[src/rtl/multi_cycle_mips.sv]
// rtl/multi_cycle_mips.sv - multi-cycle MIPS core (FETCH/DECODE/EXEC/MEM/WB) with handshaked fetch and data access
//
// Purpose: executes one MIPS instruction over 2-5 cycles. Instruction fetch waits on
// IR_valid; data accesses drive an SRAM macro with active-low CEN/WEN/OEN and wait
// on mem_ready.
//
// Parameters:
//   DMEM_AW  data address width (A = ALU result [DMEM_AW-1:0])
//   PC_RESET program counter value after reset
//
// Ports:
//   clk, rst_n          clock (rising edge), asynchronous active-low reset
//   IR_addr [31:0]      instruction address (the PC)
//   IR [31:0], IR_valid instruction word and its fetch handshake
//   ReadDataMem [31:0]  load data from memory
//   mem_ready           data access completes this cycle
//   CEN, WEN, OEN       active-low chip/write/output enables (registered)
//   A [DMEM_AW-1:0]     data address (registered)
//   Data2Mem [31:0]     store data (registered)
//
// Optional feature, enabled by defining MULTI_CYCLE_MIPS_PERF_EN:
//   perf_instret [31:0] retired instruction count (NOPs included)
//   perf_stall [31:0]   IR_valid=0 FETCH cycles plus mem_ready=0 MEM cycles

module multi_cycle_mips #(
  parameter int          DMEM_AW  = 7,
  parameter logic [31:0] PC_RESET = 32'h0
) (
  input  logic               clk,
  input  logic               rst_n,
  output logic [31:0]        IR_addr,
  input  logic [31:0]        IR,
  input  logic               IR_valid,
  input  logic [31:0]        ReadDataMem,
  input  logic               mem_ready,
  output logic               CEN,
  output logic               WEN,
  output logic               OEN,
  output logic [DMEM_AW-1:0] A,
  output logic [31:0]        Data2Mem
`ifdef MULTI_CYCLE_MIPS_PERF_EN
  ,
  output logic [31:0]        perf_instret,
  output logic [31:0]        perf_stall
`endif
);

  typedef enum logic [2:0] {
    S_FETCH,
    S_DECODE,
    S_EXEC,
    S_MEM,
    S_WB
  } state_t;

  localparam logic [5:0] OP_RTYPE = 6'h00;
  localparam logic [5:0] OP_J     = 6'h02;
  localparam logic [5:0] OP_JAL   = 6'h03;
  localparam logic [5:0] OP_BEQ   = 6'h04;
  localparam logic [5:0] OP_BNE   = 6'h05;
  localparam logic [5:0] OP_ADDI  = 6'h08;
  localparam logic [5:0] OP_LW    = 6'h23;
  localparam logic [5:0] OP_SW    = 6'h2B;

  localparam logic [5:0] FN_SLL = 6'h00;
  localparam logic [5:0] FN_SRL = 6'h02;
  localparam logic [5:0] FN_JR  = 6'h08;
  localparam logic [5:0] FN_ADD = 6'h20;
  localparam logic [5:0] FN_SUB = 6'h22;
  localparam logic [5:0] FN_AND = 6'h24;
  localparam logic [5:0] FN_OR  = 6'h25;
  localparam logic [5:0] FN_SLT = 6'h2A;

  state_t      state;
  logic [31:0] pc;
  logic [31:0] npc;
  logic [31:0] ir_q;
  logic [31:0] a_reg;
  logic [31:0] b_reg;
  logic [31:0] imm_q;
  logic [31:0] alu_q;
  logic [31:0] mdr;
  logic [31:0] rf [32];

  assign IR_addr = pc;

  // Instruction fields, always taken from the latched instruction
  logic [5:0] opcode;
  logic [4:0] rs_f;
  logic [4:0] rt_f;
  logic [4:0] rd_f;
  logic [4:0] shamt;
  logic [5:0] funct;

  assign opcode = ir_q[31:26];
  assign rs_f   = ir_q[25:21];
  assign rt_f   = ir_q[20:16];
  assign rd_f   = ir_q[15:11];
  assign shamt  = ir_q[10:6];
  assign funct  = ir_q[5:0];

  logic is_rtype, is_r_alu, is_jr, is_j, is_jal, is_beq, is_bne;
  logic is_addi, is_lw, is_sw;

  always_comb begin
    is_rtype = (opcode == OP_RTYPE);
    is_r_alu = 1'b0;
    if (is_rtype) begin
      case (funct)
        FN_ADD, FN_SUB, FN_AND, FN_OR, FN_SLT, FN_SLL, FN_SRL: is_r_alu = 1'b1;
        default:                                              is_r_alu = 1'b0;
      endcase
    end
    is_jr   = is_rtype && (funct == FN_JR);
    is_j    = (opcode == OP_J);
    is_jal  = (opcode == OP_JAL);
    is_beq  = (opcode == OP_BEQ);
    is_bne  = (opcode == OP_BNE);
    is_addi = (opcode == OP_ADDI);
    is_lw   = (opcode == OP_LW);
    is_sw   = (opcode == OP_SW);
  end

  // Anything not recognised retires straight out of DECODE
  logic is_nop;
  assign is_nop = !(is_r_alu || is_jr || is_j || is_jal || is_beq || is_bne ||
                    is_addi || is_lw || is_sw);

  // ALU: immediate operand for addi and address calculation, rt otherwise
  logic [31:0] op_b;
  logic [31:0] alu_res;

  always_comb begin
    op_b    = (is_addi || is_lw || is_sw) ? imm_q : b_reg;
    alu_res = a_reg + op_b;
    if (is_rtype) begin
      case (funct)
        FN_SUB:  alu_res = a_reg - b_reg;
        FN_AND:  alu_res = a_reg & b_reg;
        FN_OR:   alu_res = a_reg | b_reg;
        FN_SLT:  alu_res = {31'b0, ($signed(a_reg) < $signed(b_reg))};
        FN_SLL:  alu_res = b_reg << shamt;
        FN_SRL:  alu_res = b_reg >> shamt;
        default: alu_res = a_reg + b_reg;
      endcase
    end
  end

  logic        br_taken;
  logic [4:0]  wb_dest;
  logic [31:0] wb_data;

  assign br_taken = (a_reg == b_reg) ^ is_bne;
  assign wb_dest  = is_rtype ? rd_f : rt_f;
  assign wb_data  = is_lw ? mdr : alu_q;

  always_ff @(posedge clk or negedge rst_n) begin
    if (!rst_n) begin
      state    <= S_FETCH;
      pc       <= PC_RESET;
      npc      <= '0;
      ir_q     <= '0;
      a_reg    <= '0;
      b_reg    <= '0;
      imm_q    <= '0;
      alu_q    <= '0;
      mdr      <= '0;
      CEN      <= 1'b1;
      WEN      <= 1'b1;
      OEN      <= 1'b1;
      A        <= '0;
      Data2Mem <= '0;
      for (int i = 0; i < 32; i++) rf[i] <= '0;
    end else begin
      case (state)
        S_FETCH: begin
          if (IR_valid) begin
            ir_q  <= IR;
            npc   <= pc + 32'd4;
            state <= S_DECODE;
          end
        end

        S_DECODE: begin
          a_reg <= rf[rs_f];
          b_reg <= rf[rt_f];
          imm_q <= {{16{ir_q[15]}}, ir_q[15:0]};
          if (is_j || is_jal) begin
            pc    <= {npc[31:28], ir_q[25:0], 2'b00};
            state <= S_FETCH;
            if (is_jal) rf[31] <= npc;
          end else if (is_jr) begin
            // a_reg is not loaded yet, so read the register file directly
            pc    <= rf[rs_f];
            state <= S_FETCH;
          end else if (is_nop) begin
            pc    <= npc;
            state <= S_FETCH;
          end else begin
            state <= S_EXEC;
          end
        end

        S_EXEC: begin
          alu_q <= alu_res;
          if (is_beq || is_bne) begin
            pc    <= br_taken ? (npc + (imm_q << 2)) : npc;
            state <= S_FETCH;
          end else if (is_lw || is_sw) begin
            CEN   <= 1'b0;
            OEN   <= !is_lw;
            WEN   <= !is_sw;
            A     <= alu_res[DMEM_AW-1:0];
            if (is_sw) Data2Mem <= b_reg;
            state <= S_MEM;
          end else if (is_r_alu || is_addi) begin
            state <= S_WB;
          end else begin
            pc    <= npc;
            state <= S_FETCH;
          end
        end

        S_MEM: begin
          if (mem_ready) begin
            CEN <= 1'b1;
            WEN <= 1'b1;
            OEN <= 1'b1;
            if (is_lw) begin
              mdr   <= ReadDataMem;
              state <= S_WB;
            end else begin
              pc    <= npc;
              state <= S_FETCH;
            end
          end
        end

        S_WB: begin
          if (wb_dest != 5'd0) rf[wb_dest] <= wb_data;
          pc    <= npc;
          state <= S_FETCH;
        end

        default: state <= S_FETCH;
      endcase
    end
  end

`ifdef MULTI_CYCLE_MIPS_PERF_EN
  // High on every edge that moves the FSM back into FETCH
  logic retire;
  logic stall;

  always_comb begin
    retire = 1'b0;
    case (state)
      S_DECODE: retire = is_j || is_jal || is_jr || is_nop;
      S_EXEC:   retire = !(is_lw || is_sw || is_r_alu || is_addi);
      S_MEM:    retire = mem_ready && !is_lw;
      S_WB:     retire = 1'b1;
      default:  retire = 1'b0;
    endcase
    stall = ((state == S_FETCH) && !IR_valid) || ((state == S_MEM) && !mem_ready);
  end

  always_ff @(posedge clk or negedge rst_n) begin
    if (!rst_n) begin
      perf_instret <= '0;
      perf_stall   <= '0;
    end else begin
      if (retire) perf_instret <= perf_instret + 32'd1;
      if (stall)  perf_stall   <= perf_stall + 32'd1;
    end
  end
`endif

endmodule
[config.mk]
export PLATFORM = sky130hd
export DESIGN_NAME = multi_cycle_mips
export DESIGN_NICKNAME = d
export VERILOG_FILES = /design/src/rtl/multi_cycle_mips.sv
export SDC_FILE = /design/constraint.sdc
export NUM_CORES = 2
export LEC_CHECK = 0
export BUFFER_PORTS_ARGS = -buffer_cell sky130_fd_sc_hd__buf_4
export CAP_MARGIN = 25
export CORE_MARGIN = 3
export CORE_UTILIZATION = 63
export CTS_CLUSTER_SIZE = 10
export DETAILED_ROUTE_END_ITERATION = 12
export PLACE_DENSITY = 0.8
export SLEW_MARGIN = 20
export SYNTH_ARGS = -nofsm -noshare
export SYNTH_HDL_FRONTEND = slang
export SYNTH_SLANG_ARGS = --single-unit
[constraint.sdc]
create_clock -name clk -period 10.1 [get_ports clk]
set_input_delay 1.515 -clock clk [delete_from_list [all_inputs] [get_ports clk]]
set_output_delay 1.515 -clock clk [all_outputs]
set_load 0.05 [all_outputs]
==> out/qor.json <==
{
  "share_of_the_synthesized_netlist_area_taken_by_xor_and_xnor_gates": {"value": 1.125, "unit": "%"},
  "tritoncts": {"value": "built"},
  "p_leak": {"value": 0.03530, "unit": "uW"},
  "synthArstFlopShare": {"value": 100.0, "unit": "%"},
  "stdcell_area": {"value": 82350, "unit": "um^2"},
  "globalRouteOverflowTotal": {"value": 0},
  "avgRoutedWirePerCell": {"value": 32.99, "unit": "um"},
  "holdPathStages": {"value": 0},
  "yosysUniqueCellTypes": {"value": 94},
  "worstHoldPathType": {"value": "flop to flop"},
  "cts_buffer_depth": {"value": 3},
  "cp.required": {"value": 10.84, "unit": "ns"},
  "dpl-instance-area": {"value": 77730, "unit": "um^2"},
  "placementRows": {"value": 126},
  "grt_usage": {"value": 45.62, "unit": "%"},
  "power.switching_fraction": {"value": 43.37, "unit": "%"},
  "detail-route-antenna-nets": {"value": 0},
  "cell_internal_pwr": {"value": 11580, "unit": "uW"},
  "power_frac_seq": {"value": 32.8, "unit": "%"},
  "worstSetupStartpointType": {"value": "flop"},
  "reg2reg_depth": {"value": 19},
  "floorplan.die_area": {"value": 123900, "unit": "um^2"},
  "whs": {"value": 0.3937, "unit": "ns"},
  "grt_pass1_vias": {"value": 63660},
  "ys.warnings.count": {"value": 0},
  "h_tree_level_count": {"value": 4},
  "synth_cells": {"value": 7100},
  "gp_congestion": {"value": 1.090},
  "yosys.area_share.adder": {"value": 2.712, "unit": "%"},
  "powerDensity": {"value": 248.4, "unit": "nW/um^2"},
  "synth_top_family_by_area": {"value": "multiplexers"},
  "floorplan.initialDensity": {"value": 63.68, "unit": "%"},
  "worstMarginPinSlew": {"value": 1.214, "unit": "ns"},
  "finalSetupViolations": {"value": 0},
  "final-hold-violation-count": {"value": 0},
  "syn-mean-instance-area": {"value": 10.62, "unit": "um^2"},
  "largest_register_ff_count": {"value": 1024},
  "clock_insertion_delay_worst_skew": {"value": 0.83, "unit": "ns"},
  "post-cts-setup-buffer-count": {"value": 0},
  "hold_path_end": {"value": "rf[1000]"},
  "drt_first_iter_violations": {"value": 9117},
  "finClkSkew": {"value": 0.06747, "unit": "ns"},
  "timing.setup.critical_path_class": {"value": "flop to flop"},
  "final_nets": {"value": 7148},
  "number_of_slew_limit_violations_in_the_final_report": {"value": 0},
  "ios": {"value": 142},
  "fp.dieH": {"value": 351.9, "unit": "um"},
  "layout.filler_cells": {"value": 8249},
  "synth-compound-area-share": {"value": 14.49, "unit": "%"},
  "dp_hpwl": {"value": 179800, "unit": "um"},
  "layout-area-overhead-vs-synth": {"value": 9.223, "unit": "%"},
  "finalSetupTns": {"value": 0, "unit": "ns"},
  "drv.max_cap_violation_count": {"value": 0},
  "antenna_violations_before_repair": {"value": 12},
  "post_cts_hold_buffer_count": {"value": 0},
  "postSynthNetCount": {"value": 7329},
  "max_freq": {"value": 0.1889, "unit": "GHz"},
  "grt_first_pass_wirelength": {"value": 416900, "unit": "um"},
  "clock_network_power_share": {"value": 25.2, "unit": "%"},
  "cts_made_buffers": {"value": 154},
  "reg2reg_slack": {"value": 4.81, "unit": "ns"},
  "timing.final.crit_share": {"value": 52.42, "unit": "%"},
  "worst_path_arrival": {"value": 6.03, "unit": "ns"},
  "synth.mux.area_fraction": {"value": 24.06, "unit": "%"},
  "yosys_register_bits": {"value": 1309},
  "wl": {"value": 282800, "unit": "um"},
  "post-route-util": {"value": 69.56, "unit": "%"},
  "synthSimpleGateAreaFrac": {"value": 10.22, "unit": "%"},
  "drt-vias-per-instance": {"value": 7.360},
  "outcome": {"value": "finished, final reports clean"},
  "r2r-start": {"value": "ir_q[26]"},
  "path_clk_slew": {"value": 0.06, "unit": "ns"},
  "synth_edf_count": {"value": 0},
  "rsz0062_at_grt": {"value": "no"},
  "port_buffers": {"value": 141},
  "drive_above_1_share": {"value": 20.11, "unit": "%"},
  "clock-sinks": {"value": 1309},
  "remaining_drc_errors": {"value": 0},
  "synth_top_flop_cell": {"value": "sky130_fd_sc_hd__dfrtp_1"},
  "vdd.ir_drop.worst": {"value": 186.4, "unit": "uV"},
  "most_flops_register": {"value": "rf"},
  "route.vias.total": {"value": 63090},
  "power_switching": {"value": 8871, "unit": "uW"},
  "synthesis.area": {"value": 75400, "unit": "um^2"},
  "clockRootBuffer": {"value": "sky130_fd_sc_hd__clkbuf_16"},
  "critical_register_to_register_path_endpoint": {"value": "alu_q[27]"},
  "grt_start_max_net_pins": {"value": 183},
  "drt-pass1-iter-count": {"value": 10},
  "combinational_cell_fraction_of_total_power": {"value": 41.9, "unit": "%"},
  "floorplan.die.width": {"value": 351.9, "unit": "um"},
  "seq_area_frac_synth": {"value": 43.45, "unit": "%"},
  "slew_headroom": {"value": 16.72, "unit": "%"},
  "placeable_area": {"value": 118400, "unit": "um^2"},
  "finalWorstPathRequiredPeriod": {"value": 5.295, "unit": "ns"},
  "cts-resized-gates": {"value": 0},
  "min_from": {"value": "rf[1000]"},
  "path_max_fanout": {"value": 48},
  "worstSetupEndpointType": {"value": "flop"},
  "fin_total_pwr": {"value": 20450, "unit": "uW"}
}
==> stage by stage <==
step	instances	setup slack, ns
after floorplan	7100	5.828
after detailed placement	8357	4.926
after global placement	8356	4.840
after CTS	8562	4.898
after global routing	8569	4.319
final	8572	4.805
==> worst max-delay path by stage <==
| stage | start | end | slack (ns) | depth (start not counted) |
|---|---|---|---|---|
| final | ir_q[26] | alu_q[27] | 4.81 | 19 |
| after global routing | ir_q[26] | alu_q[27] | 4.32 | 19 |
| after CTS | ir_q[26] | alu_q[29] | 4.90 | 19 |
| after detailed placement | ir_q[26] | alu_q[27] | 4.93 | 19 |
| after global placement | ir_q[26] | alu_q[29] | 4.84 | 19 |
| after floorplan | ir_q[26] | alu_q[28] | 5.83 | 21 |
==> final cells by class <==
class                      instances  area (um^2)  share of cell area, %
clock inverter                    18        356.6                 0.4330
tap                             1600         2002                  2.431
sequential                      1309        32800                  39.83
timing repair buffer             318         2603                  3.160
inverter                         121        454.2                 0.5515
antenna                            4        10.01                0.01215
clock buffer                     187         4089                  4.965
multi-input combinational       5015        40040                  48.62
==> per-layer routing <==
metal / GRT usage, % / vias to the layer above / share of wire (%)
met4: 30.47 / 12 / 7.4
met1: 57.44 / 31490 / 35
met3: 15.51 / 1175 / 13
li1: - / 25490 / -
met2: 67.50 / 4927 / 45
met5: 0 / - / 0.027
==> layout by cell type, fill, tap and decap left out, types with 63 or more instances in the layout <==
| cell | n |
|---|---|
| sky130_fd_sc_hd__a21oi_1 | 842 |
| sky130_fd_sc_hd__buf_4 | 305 |
| sky130_fd_sc_hd__clkbuf_16 | 155 |
| sky130_fd_sc_hd__dfrtp_1 | 1292 |
| sky130_fd_sc_hd__ha_1 | 157 |
| sky130_fd_sc_hd__inv_1 | 118 |
| sky130_fd_sc_hd__mux2_2 | 101 |
| sky130_fd_sc_hd__mux2i_1 | 131 |
| sky130_fd_sc_hd__mux4_2 | 678 |
| sky130_fd_sc_hd__nand2_1 | 702 |
| sky130_fd_sc_hd__nor2_1 | 808 |
| sky130_fd_sc_hd__o21ai_0 | 700 |
| sky130_fd_sc_hd__xnor2_1 | 63 |
==> kinds of logic after synthesis <==
family | count (synthesis)
XOR/XNOR | 96
AO/OA/AOI/OAI | 1957
AND/OR/NAND/NOR | 1850
multiplexers | 951
adder cells (fa/ha/maj) | 161
flip-flops | 1309
buffers and inverters | 776
==> power groups by stage <==
stage	logic [uW]	registers (uW)	clock network (uW)
5_1_grt	9050	6720	5400
2_1_floorplan	5550	6320	0
6_report	8580	6710	5160
4_1_cts	8300	6650	5170
3_5_place_dp	8250	6730	0
3_3_place_gp	8270	6720	0
==> cell usage after synthesis, types with 47 or more instances <==
cell,count,share of area [%]
sky130_fd_sc_hd__clkbuf_1,557,2.8
sky130_fd_sc_hd__nand2_1,718,3.6
sky130_fd_sc_hd__inv_1,118,0.59
sky130_fd_sc_hd__xnor2_1,63,0.73
sky130_fd_sc_hd__buf_1,57,0.28
sky130_fd_sc_hd__ha_1,157,2.6
sky130_fd_sc_hd__mux2i_1,165,2.2
sky130_fd_sc_hd__nor2b_1,51,0.42
sky130_fd_sc_hd__nor3_1,47,0.31
sky130_fd_sc_hd__dfrtp_1,1306,43
sky130_fd_sc_hd__mux4_2,678,20
sky130_fd_sc_hd__mux2_2,101,1.5
sky130_fd_sc_hd__nor2_1,827,4.1
sky130_fd_sc_hd__o21ai_0,700,4.6
sky130_fd_sc_hd__a21oi_1,842,5.6
==> worst max-delay path, cell delays in order (launching register included) <==
cell	delay, ns
sky130_fd_sc_hd__dfrtp_1	0.47
sky130_fd_sc_hd__nor3_1	0.28
sky130_fd_sc_hd__nand2_1	0.10
sky130_fd_sc_hd__nand2_1	0.10
sky130_fd_sc_hd__nand2_1	0.07
sky130_fd_sc_hd__inv_1	0.13
sky130_fd_sc_hd__buf_4	0.46
sky130_fd_sc_hd__nand2_1	0.55
sky130_fd_sc_hd__o21ai_0	0.27
sky130_fd_sc_hd__ha_1	0.30
sky130_fd_sc_hd__and4_1	0.28
sky130_fd_sc_hd__nand3_1	0.13
sky130_fd_sc_hd__or2_1	0.24
sky130_fd_sc_hd__o311ai_1	0.71
sky130_fd_sc_hd__a41oi_1	0.38
sky130_fd_sc_hd__nor4_1	0.26
sky130_fd_sc_hd__a21oi_1	0.07
sky130_fd_sc_hd__nand3_1	0.11
sky130_fd_sc_hd__o221ai_1	0.12
sky130_fd_sc_hd__a21oi_1	0.16
(Power assumes the default switching activity.)
